[src/rtl/up_counter_ctrl_pkg.sv]
// Shared definitions for the up/down counter family.
//   MODE_WRAP / MODE_SAT : values for the SATURATE parameter.
//   term_value()         : terminal count (MODULO-1) as a 16-bit value.
//                          Callers slice it down to their own WIDTH.
package up_counter_ctrl_pkg;

  localparam int MODE_WRAP = 0;
  localparam int MODE_SAT  = 1;

  localparam int MAX_WIDTH = 16;

  // Terminal value of a modulo-N counter. A MODULO of 2^WIDTH gives all
  // ones in the low WIDTH bits, so the compare and the carry-out agree.
  function automatic logic [MAX_WIDTH-1:0] term_value(input int modulo);
    int tv;
    tv = modulo - 1;
    return tv[MAX_WIDTH-1:0];
  endfunction

endpackage

[src/rtl/dff.sv]
// Single-bit D flip-flop with asynchronous active-high reset to 0.
//   clk : rising-edge clock
//   rst : asynchronous reset, forces q=0 while high
//   d   : data in
//   q   : registered data out
module dff (
  input  logic clk,
  input  logic rst,
  input  logic d,
  output logic q
);

  always_ff @(posedge clk or posedge rst) begin
    if (rst) q <= 1'b0;
    else     q <= d;
  end

endmodule

[src/rtl/up_count_next.sv]
// Combinational next-state logic for up_counter_ctrl.
// Priority is clr > load > en > hold.
//   count        : current registered count
//   en/clr/load  : control inputs
//   load_val     : parallel load value
//   next_count   : count for the next edge
//   term_evt     : an enabled increment at the terminal value (MODULO-1)
//   load_illegal : a load of a value >= MODULO (clamped to MODULO-1)
module up_count_next
  import up_counter_ctrl_pkg::*;
#(
  parameter int WIDTH    = 3,
  parameter int MODULO   = 8,
  parameter int SATURATE = MODE_WRAP
) (
  input  logic [WIDTH-1:0] count,
  input  logic             en,
  input  logic             clr,
  input  logic             load,
  input  logic [WIDTH-1:0] load_val,
  output logic [WIDTH-1:0] next_count,
  output logic             term_evt,
  output logic             load_illegal
);

  localparam logic [MAX_WIDTH-1:0] TERM_FULL = term_value(MODULO);
  localparam logic [WIDTH-1:0]     TERM      = TERM_FULL[WIDTH-1:0];

  always_comb begin
    next_count   = count;
    term_evt     = 1'b0;
    load_illegal = 1'b0;
    if (clr) begin
      next_count = '0;
    end else if (load) begin
      // load_val >= MODULO is the same as load_val > MODULO-1; when
      // MODULO == 2^WIDTH this can never be true.
      if (load_val > TERM) begin
        next_count   = TERM;
        load_illegal = 1'b1;
      end else begin
        next_count = load_val;
      end
    end else if (en) begin
      if (count == TERM) begin
        term_evt   = 1'b1;
        next_count = (SATURATE == MODE_SAT) ? TERM : '0;
      end else begin
        next_count = count + WIDTH'(1);
      end
    end
  end

endmodule

[src/rtl/up_counter_ctrl.sv]
// Binary up-counter with enable, synchronous clear, parallel load,
// programmable modulus, wrap/saturate mode, terminal-count pulse and a
// sticky overflow flag. All state lives in single-bit dff cells; every
// output is registered.
//   clk      : rising-edge clock
//   rst      : asynchronous active-high reset (count=0, tc=0, ovf=0)
//   en       : increment by one per cycle
//   clr      : synchronous clear of count and tc (ovf untouched)
//   load     : synchronous parallel load of load_val
//   load_val : load value; values >= MODULO clamp to MODULO-1 and set ovf
//   ovf_clr  : synchronous clear of ovf; a same-cycle set wins
//   count    : current count
//   tc       : high for one cycle after each terminal event
//   ovf      : sticky overflow / illegal-load flag
module up_counter_ctrl
  import up_counter_ctrl_pkg::*;
#(
  parameter int WIDTH    = 3,
  parameter int MODULO   = 8,
  parameter int SATURATE = MODE_WRAP
) (
  input  logic             clk,
  input  logic             rst,
  input  logic             en,
  input  logic             clr,
  input  logic             load,
  input  logic [WIDTH-1:0] load_val,
  input  logic             ovf_clr,
  output logic [WIDTH-1:0] count,
  output logic             tc,
  output logic             ovf
);

  logic [WIDTH-1:0] count_d, count_q;
  logic             tc_d, tc_q;
  logic             ovf_d, ovf_q;
  logic             term_evt;
  logic             load_illegal;

  up_count_next #(
    .WIDTH   (WIDTH),
    .MODULO  (MODULO),
    .SATURATE(SATURATE)
  ) u_next (
    .count       (count_q),
    .en          (en),
    .clr         (clr),
    .load        (load),
    .load_val    (load_val),
    .next_count  (count_d),
    .term_evt    (term_evt),
    .load_illegal(load_illegal)
  );

  always_comb begin
    tc_d  = term_evt;
    // Set sources override ovf_clr; clr alone leaves ovf as it is.
    ovf_d = term_evt | load_illegal | (ovf_q & ~ovf_clr);
  end

  for (genvar i = 0; i < WIDTH; i++) begin : g_count_bit
    dff u_bit (.clk(clk), .rst(rst), .d(count_d[i]), .q(count_q[i]));
  end

  dff u_tc  (.clk(clk), .rst(rst), .d(tc_d),  .q(tc_q));
  dff u_ovf (.clk(clk), .rst(rst), .d(ovf_d), .q(ovf_q));

  assign count = count_q;
  assign tc    = tc_q;
  assign ovf   = ovf_q;

endmodule

[config.mk]
export PLATFORM = sky130hd
export DESIGN_NAME = up_counter_ctrl
export DESIGN_NICKNAME = d
export VERILOG_FILES = /design/src/rtl/up_counter_ctrl_pkg.sv /design/src/rtl/dff.sv /design/src/rtl/up_count_next.sv /design/src/rtl/up_counter_ctrl.sv
export SDC_FILE = /design/constraint.sdc
export NUM_CORES = 1
export LEC_CHECK = 0
export ABC_AREA = 0
export CAP_MARGIN = 20
export CORE_AREA = 10 10 47 49
export DETAILED_ROUTE_END_ITERATION = 8
export DIE_AREA = 0 0 57 59
export SLEW_MARGIN = 20
export SYNTH_ARGS = -nofsm -noshare
export SYNTH_HDL_FRONTEND = slang
export SYNTH_SLANG_ARGS = --single-unit
export TNS_END_PERCENT = 100
[constraint.sdc]
create_clock -name clk -period 1.5 [get_ports clk]
set_input_delay 0.3 -clock clk [delete_from_list [all_inputs] [get_ports clk]]
set_output_delay 0.3 -clock clk [all_outputs]
set_load 0.05 [all_outputs]
### Word-level counts from Yosys, hierarchy flattened

Cells that the tools add are included.

* register bits after elaboration: 5
* input bits: 9
* logic and storage cells: 25

* $add $sub $neg: 1
* $lt $le $gt $ge: 1
* equality and inequality tests: 1
* mux-type cells: 12
* bitwise operators: 4
* reduce and logical (&&, ||, !) cells: 1

Operator list (number)
* $mux W3: 5
* $mux W1: 7
* $add A3 B1 Y3 const B: 1
* $eq A3 B3 Y1 const B: 1
* $gt A3 B3 Y1 const B: 1
* $reduce_bool A3 Y1: 1
* $or A1 B1 Y1: 2
* $and A1 B1 Y1: 1
* $not A1 Y1: 1

### Depth between registers and ports, before layout

* depth in word-level cells: 7
* depth in mapped cells: 4

### Cells and area by module

A second synthesis with hierarchy kept.

* cells, all modules: 29
* area, all modules: 290.3 um^2

Modules (own cells, without submodules)
* dff: instances 5, cells each 2, area each 28.8 um^2, seq. area each 25.0 um^2
* up_count_next: instances 1, cells each 16, area each 133.9 um^2, seq. area each 0.0 um^2
* up_counter_ctrl: instances 1, cells each 3, area each 12.5 um^2, seq. area each 0.0 um^2

### Least setup slack after synthesis

Ideal clock, no wire load.

* path type: register -> register
* from: register g_count_bit[0].u_bit.q
* to: register g_count_bit[0].u_bit.q
* library setup time: 96 ps
* data arrival time: 1321 ps
* required time: 1404 ps
* slack: 84 ps
* stages on the path, launching flop included: 5
* path buffers: 0
* path through: dfrtp_1 ha_1 ha_1 or3b_1 a311oi_2

* word-level cells in the longest chain between the ends: 5

RTL lines
* start: declaration: line dff.sv:10 `output logic q`
* start signal: assignment: line dff.sv:14 `if (rst) q <= 1'b0;`
* start signal: assignment: line dff.sv:15 `else q <= d;`
* $add A3 B1 Y3 or $eq A3 B3 Y1 (tied branches): line up_count_next.sv:49, up_count_next.sv:45
* $mux W3 (*): line up_count_next.sv:45 `if (count == TERM) begin`
* $mux W3 (*): line up_count_next.sv:44 `end else if (en) begin`
* $mux W3 (*): line up_count_next.sv:35 `end else if (load) begin`
* $mux W3 (*): line up_count_next.sv:33 `if (clr) begin`

Every way passes the cells marked *; elsewhere a longest branch is shown, timed or not. The select of a mux whose other input is x is not followed.
A chain may end at the register's enable or synchronous reset.

### Worst setup path after layout

* from: register g_count_bit[1].u_bit.q
* to: register g_count_bit[0].u_bit.q

* word-level cells in the longest chain between the ends: 5

RTL lines (line)
* start: declaration: dff.sv:10
* start signal: assignment: dff.sv:14
* start signal: assignment: dff.sv:15
* $eq A3 B3 Y1: up_count_next.sv:45
* $mux W3: up_count_next.sv:45
* $mux W3: up_count_next.sv:44
* $mux W3: up_count_next.sv:35
* $mux W3: up_count_next.sv:33

Every way passes these cells. The select of a mux whose other input is x is not followed.

==> metrics.txt <==
vias in the first global route=287; Worst Hold Class=in2async; CP Max Fanout=2; postcts setup bufs=0; Setup CP Type=reg2reg; status=completed; Mapped Cells=25; Sink Count=5; cell area after synthesis=288 um^2; pwr/cell area=786 nW/um^2; minimum clock period=1.46 ns; core region area=1400 um^2; Max Slew Vio Count=0; Detailed Place HPWL=616 um; Antenna Violating Nets Remaining=0; placed instance area=495 um^2; htree depth=1; Startpoint Class=flop; Gate power share=28.6%; sequential-to-total area share from yosys stat=43.5%; Fin. Hold Viols=0; syn nets=36; flops & latches, synth=5; sw power=0.000113 W; # rows=14; post-route design area=539 um^2; vias after detailed routing=239; commonest cells in the netlist=dfrtp_1, buf_4, inv_1, nor2b_1; DR WL/cell=12.0 um; Worst slew margin=84.7%; count leader, synth=dfrtp_1; Worst R2R Path Depth=4; Die Ht=59 um; ys flop type=dfrtp_1; Synth area leaders=dfrtp_1, ha_1, buf_4; GPL Wtd Cong=0.715; Clock power frac=36.3%; dominant cell type by area after synthesis=dfrtp_1; Reg clk slew, reported paths=0.04 ns; synthesis-to-finish area growth=87.4%; DRT Pass-1 Iters=2; initial cell density of the core=20.5%; fmax=0.684 GHz; largest net degree at the start of global routing=6; Sw Ratio=26.5%; top-area cell type share of the netlist area=43.5%; # IOs=14; Crit path arrival time=1.61 ns; Setup violations, final=0; Fin Clk Skew=0.00306 ns; Lkg Pwr=0.250 nW; Total Routed Length=706 um; Clk Tree Root Cell=clkbuf_4; drt drc=0; Syn Area/Cell=11.5 um^2; antenna cells=0; RSZ-0062 raised after global routing=yes; initial antenna violation count=0; chip width=57 um; DRT iter0 DRCs=1; CTS tree=built; yosys warns=0; Final nets=55; critical path capture point type=flop; CTS Hold Bufs=0; share of cells above drive strength 1=39.5%; Total GRT Usage=4.73%; first-pass GRT wire length=1190 um; Via density=4.05; setup TNS=0 ns; actual slew at the worst max-slew pin=0.229 ns; Post-synth EDFFs=0; Netlist cell types=12; clock tree buffer depth=2; ys async rst share=100%; Int Power=0.000311 W; Clock Latency Late Sink=0.24 ns; Die Area=3360 um^2; total global routing overflow=0; Critical Path RT=1.65 ns; Num CTS Buffers=3; sequential power share=35.1%; crit share post-route=97.4%; VDD IR max=0.570 mV; PortBufs=13; Max-Cap Viols=0
-- final timing paths --
| check | from | to | slack (ns) |
|---|---|---|---|
| setup reg to reg | g_count_bit[1].u_bit.q$_DFFE_PP0P_ | g_count_bit[0].u_bit.q$_DFFE_PP0P_ | 0.04 |
| setup / recovery | g_count_bit[1].u_bit.q$_DFFE_PP0P_ | g_count_bit[0].u_bit.q$_DFFE_PP0P_ | 0.04 |
| max in group asynchronous | rst | g_count_bit[1].u_bit.q$_DFFE_PP0P_ | 1.07 |
| hold reg to reg | u_ovf.q$_DFF_PP0_ | u_ovf.q$_DFF_PP0_ | 0.54 |
| min in group clk | u_ovf.q$_DFF_PP0_ | u_ovf.q$_DFF_PP0_ | 0.54 |
| hold / removal | rst | u_tc.q$_DFF_PP0_ | 0.25 |
-- power groups by stage --
stage	combinational [W]	sequential, W	clock (W)
3_3_place_gp	0.000118	0.000150	0
6_report	0.000121	0.000149	0.000154
2_1_floorplan	0.0000569	0.000149	0
3_5_place_dp	0.000119	0.000150	0
4_1_cts	0.000119	0.000148	0.000164
5_1_grt	0.000129	0.000149	0.000186
-- area by class of cell --
cell class	instances	area (um^2)
timing repair buffer	17	210
inverter	3	11.3
multi-input combinational	14	146
fill	147	862
clock buffer	4	26.3
tap	16	20.0
sequential	5	125
-- critical path: stages, from the launching register on --
cell and delay (ns):
dfrtp_1 0.37, ha_2 0.20, ha_4 0.15, or3b_4 0.38
a311oi_2 0.26
-- registers in the layout, summed over array words and instances, names as in the netlist --
register and flops:
g_count_bit.u_bit.q 3, u_ovf.q 1, u_tc.q 1
-- what timing repair did --
action                     4_1_cts  5_1_grt
resized for setup                0        4
setup endpoints to repair        0        1
hold endpoints to repair         0        0
-- stage by stage --
step / worst slack (ns) / power [W] / cells / hold slack (ns) / util [%]
after global placement: 0.0488 / 0.000268 / 55 / 0.522 / 35.4
final: 0.0385 / 0.000424 / 59 / 0.255 / 38.5
after detailed placement: 0.0226 / 0.000268 / 55 / 0.518 / 35.4
after CTS: 0.0198 / 0.000431 / 59 / 0.255 / 37.2
after floorplan: 0.0838 / 0.000206 / 25 / 0.0785 / -
after global routing: -0.00447 / 0.000464 / 59 / 0.267 / 38.5
-- cell usage in the layout (no fill, tap or decap) --
cell type / Yosys / layout
a211oi_1: 2 / 2
a21o_1: 1 / 1
a311oi_2: 1 / 1
and4bb_2: 1 / 1
buf_12: 0 / 5
buf_4: 3 / 4
clkbuf_1: 0 / 1
clkbuf_4: 0 / 3
clkdlybuf4s50_1: 0 / 8
dfrtp_1: 5 / 5
ha_2: 0 / 1
ha_4: 0 / 1
inv_1: 3 / 3
mux2i_1: 2 / 2
nand2b_1: 1 / 1
nor2b_1: 3 / 3
or3b_4: 0 / 1
-- layer usage --
layer  vias up  wire length (um)  global-route usage (%)
met5         -                 0                       0
met4         0                19                    3.02
met3         2               105                    5.15
met2        12               303                    6.20
met1       106               277                    4.32
li1        119                 -                       -
-- cells by family after synthesis --
family	count (synthesis)	share of synthesized area, %
AO/OA/AOI/OAI	4	13.0
AND/OR/NAND/NOR	6	16.1
buffers and inverters	6	11.7
multiplexers	2	6.96
flip-flops	5	43.5
adder cells (fa/ha/maj)	2	8.69
Note: power is estimated with default switching activity, not from simulation.
